`config.mk`:
```
export PLATFORM = sky130hd
export DESIGN_NAME = mem_bus_access
export DESIGN_NICKNAME = d
export VERILOG_FILES = /design/src/rtl/mem_bus_access_pkg.sv /design/src/rtl/mem_lane_align.sv /design/src/rtl/mem_bus_access.sv
export SDC_FILE = /design/constraint.sdc
export NUM_CORES = 1
export LEC_CHECK = 0
export ABC_AREA = 0
export ABC_CLOCK_PERIOD_IN_PS = 5300
export CAP_MARGIN = 20
export CELL_PAD_IN_SITES_DETAIL_PLACEMENT = 0
export CELL_PAD_IN_SITES_GLOBAL_PLACEMENT = 1
export CORE_MARGIN = 2
export CORE_UTILIZATION = 35
export CTS_CLUSTER_DIAMETER = 80
export DETAILED_ROUTE_END_ITERATION = 8
export PLACE_DENSITY_LB_ADDON = 0.1
export SLEW_MARGIN = 20
export SYNTH_ARGS = -nofsm -noshare
export SYNTH_HDL_FRONTEND = slang
export SYNTH_HIERARCHICAL = 1
export SYNTH_SLANG_ARGS = --single-unit
```
`constraint.sdc`:
```
create_clock -name clk -period 5.3 [get_ports clk]
set_input_delay 1.06 -clock clk [delete_from_list [all_inputs] [get_ports clk]]
set_output_delay 1.06 -clock clk [all_outputs]
set_load 0.1 [all_outputs]
```
`src/rtl/mem_bus_access_pkg.sv`:
```
// rtl/mem_bus_access_pkg.sv - op codes, exception codes and state encoding for the MEM-stage bus engine
package mem_bus_access_pkg;

   localparam int ALU_OP_W = 8;
   typedef logic [ALU_OP_W-1:0] alu_op_t;

   localparam alu_op_t EXE_LB_OP  = 8'b11100000;
   localparam alu_op_t EXE_LBU_OP = 8'b11100100;
   localparam alu_op_t EXE_LH_OP  = 8'b11100001;
   localparam alu_op_t EXE_LHU_OP = 8'b11100101;
   localparam alu_op_t EXE_LW_OP  = 8'b11100011;
   localparam alu_op_t EXE_LL_OP  = 8'b11110000;
   localparam alu_op_t EXE_SB_OP  = 8'b11101000;
   localparam alu_op_t EXE_SH_OP  = 8'b11101001;
   localparam alu_op_t EXE_SW_OP  = 8'b11101011;
   localparam alu_op_t EXE_SC_OP  = 8'b11111000;

   localparam logic [1:0] MEM_EXC_NONE    = 2'b00;
   localparam logic [1:0] MEM_EXC_ADEL    = 2'b01;
   localparam logic [1:0] MEM_EXC_ADES    = 2'b10;
   localparam logic [1:0] MEM_EXC_BUS_ERR = 2'b11;

   typedef enum logic [1:0] {
      S_IDLE  = 2'b00,
      S_BUSY  = 2'b01,
      S_DONE  = 2'b10,
      S_DRAIN = 2'b11
   } state_t;

   function automatic logic is_load(input alu_op_t op);
      return (op == EXE_LB_OP) || (op == EXE_LBU_OP) || (op == EXE_LH_OP) ||
             (op == EXE_LHU_OP) || (op == EXE_LW_OP) || (op == EXE_LL_OP);
   endfunction

   function automatic logic is_store(input alu_op_t op);
      return (op == EXE_SB_OP) || (op == EXE_SH_OP) || (op == EXE_SW_OP) || (op == EXE_SC_OP);
   endfunction

endpackage

```
`src/rtl/mem_lane_align.sv`:
```
// rtl/mem_lane_align.sv - byte-lane select, store replication, load extension and alignment check
module mem_lane_align
   import mem_bus_access_pkg::*;
#(
   parameter bit BIG_ENDIAN = 1'b1
) (
   input  alu_op_t     op,
   input  logic [1:0]  addr_lo,
   input  logic [31:0] wdata_in,
   input  logic [31:0] rdata_in,
   output logic [3:0]  sel,
   output logic [31:0] wdata,
   output logic [31:0] rdata,
   output logic        misalign
);

   logic [1:0]  byte_lane;
   logic        hi_half;
   logic [7:0]  byte_val;
   logic [15:0] half_val;

   // Big-endian puts address 0 in the most significant lane.
   assign byte_lane = BIG_ENDIAN ? ~addr_lo : addr_lo;
   assign hi_half   = addr_lo[1] ^ BIG_ENDIAN;
   assign byte_val  = rdata_in[{byte_lane, 3'b000} +: 8];
   assign half_val  = hi_half ? rdata_in[31:16] : rdata_in[15:0];

   // Per-op lane decode; non-memory ops produce all zeros.
   always_comb begin
      sel      = 4'b0000;
      wdata    = '0;
      rdata    = '0;
      misalign = 1'b0;
      case (op)
         EXE_LB_OP: begin
            sel   = 4'b0001 << byte_lane;
            rdata = {{24{byte_val[7]}}, byte_val};
         end
         EXE_LBU_OP: begin
            sel   = 4'b0001 << byte_lane;
            rdata = {24'd0, byte_val};
         end
         EXE_SB_OP: begin
            sel   = 4'b0001 << byte_lane;
            wdata = {4{wdata_in[7:0]}};
         end
         EXE_LH_OP: begin
            sel      = hi_half ? 4'b1100 : 4'b0011;
            rdata    = {{16{half_val[15]}}, half_val};
            misalign = addr_lo[0];
         end
         EXE_LHU_OP: begin
            sel      = hi_half ? 4'b1100 : 4'b0011;
            rdata    = {16'd0, half_val};
            misalign = addr_lo[0];
         end
         EXE_SH_OP: begin
            sel      = hi_half ? 4'b1100 : 4'b0011;
            wdata    = {2{wdata_in[15:0]}};
            misalign = addr_lo[0];
         end
         EXE_LW_OP, EXE_LL_OP: begin
            sel      = 4'b1111;
            rdata    = rdata_in;
            misalign = |addr_lo;
         end
         EXE_SW_OP, EXE_SC_OP: begin
            sel      = 4'b1111;
            wdata    = wdata_in;
            misalign = |addr_lo;
         end
         default: ;
      endcase
   end

endmodule

```
`src/rtl/mem_bus_access.sv`:
```
// rtl/mem_bus_access.sv - multi-cycle MEM-stage load/store bus master with LL/SC link bit
module mem_bus_access
   import mem_bus_access_pkg::*;
#(
   parameter bit BIG_ENDIAN = 1'b1,
   parameter int WAIT_MAX   = 255,
   parameter int CNT_W      = 16
) (
   input  logic        clk,
   input  logic        rst,
   input  logic        req_i,
   input  logic        flush_i,
   input  logic        llclr_i,
   input  alu_op_t     aluop_i,
   input  logic [31:0] addr_i,
   input  logic [31:0] reg2_i,
   output logic        stallreq_o,
   output logic [31:0] rdata_o,
   output logic        rdata_valid_o,
   output logic [1:0]  exc_o,
   output logic [31:0] badvaddr_o,
   output logic        llbit_o,
   output logic        bus_req_o,
   output logic        bus_we_o,
   output logic [31:0] bus_addr_o,
   output logic [3:0]  bus_sel_o,
   output logic [31:0] bus_wdata_o,
   input  logic        bus_ack_i,
   input  logic        bus_err_i,
   input  logic [31:0] bus_rdata_i
);

   state_t            state_q, state_d;
   alu_op_t           op_q;
   logic [31:0]       addr_q;
   logic [CNT_W-1:0]  cnt_q;
   logic [31:0]       rdata_q;
   logic [1:0]        exc_q;
   logic              llbit_q;

   alu_op_t           cur_op;
   logic [1:0]        cur_lo;
   logic [3:0]        lane_sel;
   logic [31:0]       lane_wdata;
   logic [31:0]       lane_rdata;
   logic              misalign;
   logic              fault, sc_fail, start, timeout, bus_done;

   // In IDLE the decoder looks at the incoming op; afterwards at the latched one for load extension.
   assign cur_op = (state_q == S_IDLE) ? aluop_i : op_q;
   assign cur_lo = (state_q == S_IDLE) ? addr_i[1:0] : addr_q[1:0];

   mem_lane_align #(.BIG_ENDIAN(BIG_ENDIAN)) u_align (
      .op       (cur_op),
      .addr_lo  (cur_lo),
      .wdata_in (reg2_i),
      .rdata_in (bus_rdata_i),
      .sel      (lane_sel),
      .wdata    (lane_wdata),
      .rdata    (lane_rdata),
      .misalign (misalign)
   );

   assign fault    = req_i && misalign;
   assign sc_fail  = req_i && (aluop_i == EXE_SC_OP) && !misalign && !llbit_q;
   assign start    = req_i && (is_load(aluop_i) || is_store(aluop_i)) && !misalign && !sc_fail && !flush_i;
   assign timeout  = (cnt_q == CNT_W'(WAIT_MAX - 1));
   assign bus_done = bus_ack_i || bus_err_i || timeout;
   assign llbit_o  = llbit_q;

   // Next-state and pipeline-facing outputs.
   always_comb begin
      state_d       = state_q;
      stallreq_o    = 1'b0;
      rdata_valid_o = 1'b0;
      rdata_o       = '0;
      exc_o         = MEM_EXC_NONE;
      badvaddr_o    = '0;
      case (state_q)
         S_IDLE: begin
            if (fault) begin
               exc_o      = is_store(aluop_i) ? MEM_EXC_ADES : MEM_EXC_ADEL;
               badvaddr_o = addr_i;
            end else if (sc_fail) begin
               rdata_valid_o = 1'b1;
            end else if (start) begin
               stallreq_o = 1'b1;
               state_d    = S_BUSY;
            end
         end
         S_BUSY: begin
            stallreq_o = 1'b1;
            if (flush_i)
               state_d = bus_done ? S_IDLE : S_DRAIN;
            else if (bus_done)
               state_d = S_DONE;
         end
         S_DONE: begin
            rdata_valid_o = is_load(op_q) || (op_q == EXE_SC_OP);
            rdata_o       = rdata_q;
            exc_o         = exc_q;
            badvaddr_o    = (exc_q != MEM_EXC_NONE) ? addr_q : '0;
            state_d       = S_IDLE;
         end
         S_DRAIN: begin
            stallreq_o = 1'b1;
            if (bus_done)
               state_d = S_IDLE;
         end
         default: state_d = S_IDLE;
      endcase
   end

   // State, wait counter, and the latched transaction/result.
   always_ff @(posedge clk) begin
      if (rst) begin
         state_q <= S_IDLE;
         cnt_q   <= '0;
         op_q    <= '0;
         addr_q  <= '0;
         rdata_q <= '0;
         exc_q   <= MEM_EXC_NONE;
      end else begin
         state_q <= state_d;
         cnt_q   <= (state_q == S_BUSY || state_q == S_DRAIN) ? cnt_q + 1'b1 : '0;
         if (state_q == S_IDLE && start) begin
            op_q    <= aluop_i;
            addr_q  <= addr_i;
            rdata_q <= '0;
            exc_q   <= MEM_EXC_NONE;
         end else if (state_q == S_BUSY && !flush_i) begin
            // err beats ack; an ack in the last allowed cycle still beats the timeout
            if (bus_err_i || (!bus_ack_i && timeout))
               exc_q <= MEM_EXC_BUS_ERR;
            if (bus_ack_i && !bus_err_i)
               rdata_q <= (op_q == EXE_SC_OP) ? 32'd1 : lane_rdata;
         end
      end
   end

   // Registered bus request, held from start until the ack/err/timeout cycle.
   always_ff @(posedge clk) begin
      if (rst) begin
         bus_req_o   <= 1'b0;
         bus_we_o    <= 1'b0;
         bus_addr_o  <= '0;
         bus_sel_o   <= 4'b0000;
         bus_wdata_o <= '0;
      end else if (state_q == S_IDLE && start) begin
         bus_req_o   <= 1'b1;
         bus_we_o    <= is_store(aluop_i);
         bus_addr_o  <= {addr_i[31:2], 2'b00};
         bus_sel_o   <= lane_sel;
         bus_wdata_o <= lane_wdata;
      end else if ((state_q == S_BUSY || state_q == S_DRAIN) && bus_done) begin
         bus_req_o   <= 1'b0;
         bus_we_o    <= 1'b0;
         bus_addr_o  <= '0;
         bus_sel_o   <= 4'b0000;
         bus_wdata_o <= '0;
      end
   end

   // Link bit: LL sets, successful SC clears, llclr always wins.
   always_ff @(posedge clk) begin
      if (rst)
         llbit_q <= 1'b0;
      else if (llclr_i)
         llbit_q <= 1'b0;
      else if (state_q == S_DONE && exc_q == MEM_EXC_NONE) begin
         if (op_q == EXE_LL_OP)
            llbit_q <= 1'b1;
         else if (op_q == EXE_SC_OP)
            llbit_q <= 1'b0;
      end
   end

endmodule

```
==> reports/summary.txt <==
CTS Hold Bufs: 0
Synth Register Bits: 160
First-pass GRT wire length: 44690 um
Boundary pin count: 250
Cts repair resizes: 0
Routed WL per cell: 19.56 um
Clk_lat worst skew: 0.43 ns
Yosys cell types: 64
Final hold vios: 0
PD cells: 227.6 mW/mm^2
Multi-input gate area: 0.004598 sq mm
Seq/Total Area, Yosys: 0.3902
Most frequent cell after synthesis: dfxtp_1
Layout Area Growth over Synthesis: 43.46%
Slew HR: 0.3041
I/O Buffers: 247
Routability cong.: 0.8343
Post-synth top flop: dfxtp_1
Setup WS post-layout: 0.3135 ns
CP max stage delay: 0.49 ns
RR Endpoint: bus_wdata_o[15]$_SDFFE_PP0P_
Synth area leader: dfxtp_1
Critical path required time: 4.24 ns
Die H: 157.1 um
Top cells by area, synth: dfxtp_1 (39%), a21oi_1 (7.2%), nand3_1 (5.3%)
Placement Cell Area: 0.01121 sq mm
Least-Margin Pin Slew: 1.041 ns
Final ANT Viol Nets: 0
DR DRC count: 0
Post-CTS Setup Inserts: 0
Core Box Area: 0.02326 sq mm
YS warnings: 6
Die Area: 0.02469 sq mm
CP Cell Sequence: clkdlybuf4s50_1 > mux2_2 > buf_4 > nand3b_1 > a211o_1 > o21ai_0 > o21a_1 > nor3b_1 > nand2_1 > o21a_4 > nor2_1 > a21o_1 > buf_12
Design Area, Final: 0.01178 sq mm
Post-DP HPWL: 19060 um
Max Freq: 0.2005 GHz
Slowest cell on crit path: clkdlybuf4s50_1
Tot GR Track Use: 0.2293
R2r startpoint: state_q[0]$_SDFFE_PP0P_
Critical Path End: stallreq_o
EDFF count, synth: 0
VDD IR max: 0.0001770 V
CP bufs+invs: 3
Fill cells: 2230
GRT overflow: 0
CP top delay family: compound AO/OA/AOI/OAI gates
Vias in the first global route: 7828
Clk sinks: 160
Row Count: 56
Commonest cells in the netlist: dfxtp_1 (160), a21oi_1 (118), nand3_1 (87)
Largest net degree at the start of global routing: 83
Pins Over Slew Limit: 0
CTS H-tree lvls: 4
Clock buffer depth: 2
Drt initial violations: 622
LEAKAGE: 0.004052 uW
Crit path kind: primary input to primary output
CP Depth: 13
Num CTS Buffers: 17
DR vias: 8145
Setup TNS Final: 0 ns
CP max FO: 22
Max-cap check violation count: 0
Root buffer cell: clkbuf_16
Area share of the largest cell type after synthesis: 0.3902
Register area: 0.003203 sq mm
Pre-Repair DR Iteration Count: 5
Starting Density: 0.3528
Async SR Flop Fraction: 0
CP Capture Type: primary output
Final min period: 4.986 ns
Reg2reg setup slack: 0.89 ns
Critical Path Start: aluop_i[0]
Syn_area_per_cell: 8.732 sq um
Final nets: 1243
Worst reg2reg path depth: 14
CTS tree: done
Share of cells above drive strength 1: 0.1312
Critical Path AT: 3.93 ns
Die X: 157.1 um
Synthesized area: 0.008208 sq mm
WL final: 28620 um
DR vias/cell: 5.567
Reg clk slew, reported paths: 0.06 ns
Outcome: finished, final reports clean
Initial antenna violation count: 0
Post-placement setup slack: 0.3298 ns
Worst setup SP type: primary input
RSZ-0062 raised after global routing: false
Synth Instances: 940
Final worst-path cycle share: 0.9408
Final Setup Violations: 0
Final Skew: 0.01473 ns
Min-delay worst type: flip-flop to flip-flop
-- layout by cell type, fill, tap and decap left out, drive strengths merged, types with 41 or more instances in the layout --
| cell type | Yosys | final |
|---|---|---|
| a22o | 43 | 43 |
| clkdlybuf4s50 | 0 | 210 |
| buf | 39 | 56 |
| and2 | 41 | 41 |
| a21oi | 119 | 119 |
| nand3 | 87 | 87 |
| o21ai | 50 | 50 |
| dfxtp | 160 | 160 |
| o211ai | 68 | 68 |
| nor2 | 66 | 66 |
-- report_power, final --
group	switching (uW)	total [uW]	internal (uW)
clock network	564	1200	632
logic	162	277	116
registers	2.12	1210	1200
-- metrics by stage --
| step | instances | hold slack, ns | power [uW] | util |
|---|---|---|---|---|
| 2_1_floorplan | 941 | 0.4373 | 1367 | - |
| 3_3_place_gp | 1430 | 0.4432 | 1512 | 0.4818 |
| 3_5_place_dp | 1430 | 0.4487 | 1510 | 0.4818 |
| 4_1_cts | 1462 | 0.4666 | 2705 | 0.5061 |
| 5_1_grt | 1462 | 0.4853 | 2777 | 0.5061 |
| 6_report | 1463 | 0.4622 | 2680 | 0.5062 |
-- routing by layer --
layer  up-vias  GRT usage  wire length, um
li1       3907          -                -
met1      3948     0.3271            13630
met2       269     0.3450            12760
met3        21    0.06388             1942
met4         0    0.04935              286
met5         -          0                0
-- registers in the layout, indices dropped and copies added, names as in the netlist --
name and cells:
addr_q 32, bus_wdata_o 32, rdata_q 32, bus_addr_o 30, cnt_q 16, op_q 8, bus_sel_o 4, state_q 2
bus_req_o 1, bus_we_o 1, exc_q 1, llbit_o 1
-- logic make-up after synthesis --
family,count (synthesis),synth area share
AO/OA/AOI/OAI,376,0.3204
XOR/XNOR,12,0.01280
adder cells (fa/ha/maj),2,0.003048
buffers and inverters,102,0.05564
flip-flops,160,0.3902
multiplexers,27,0.04207
other,1,0.0004569
AND/OR/NAND/NOR,260,0.1753
-- worst min-delay path by stage --
stage / slack (ns) / cells past startpoint / startpoint / end
global route: 0.49 / 2 / bus_req_o$_SDFFE_PP0P_ / bus_req_o$_SDFFE_PP0P_
floorplan: 0.44 / 1 / cnt_q[0]$_SDFF_PP0_ / cnt_q[0]$_SDFF_PP0_
global placement: 0.44 / 2 / bus_req_o$_SDFFE_PP0P_ / bus_req_o$_SDFFE_PP0P_
detailed placement: 0.45 / 2 / bus_req_o$_SDFFE_PP0P_ / bus_req_o$_SDFFE_PP0P_
finish: 0.46 / 2 / rdata_q[0]$_SDFFE_PP0P_ / rdata_q[0]$_SDFFE_PP0P_
CTS: 0.47 / 2 / bus_req_o$_SDFFE_PP0P_ / bus_req_o$_SDFFE_PP0P_
-- worst min-delay path: cells and delay by family (launching register included) --
family / cells / cell delay (ns)
DFF: 1 / 0.31
buffers and inverters: 1 / 0.04
AOI/OAI and AO/OA: 1 / 0.06
-- layout make-up --
type | count | area share
diodes | 1 | 0.0002125
clock buffers | 19 | 0.03762
clock inverters | 13 | 0.01031
inverters | 6 | 0.001913
multi-input cells | 679 | 0.3905
flip-flops and latches | 160 | 0.2720
well taps | 319 | 0.03390
repair buffers | 266 | 0.2535
No activity file was read; power rests on OpenSTA's default activity.
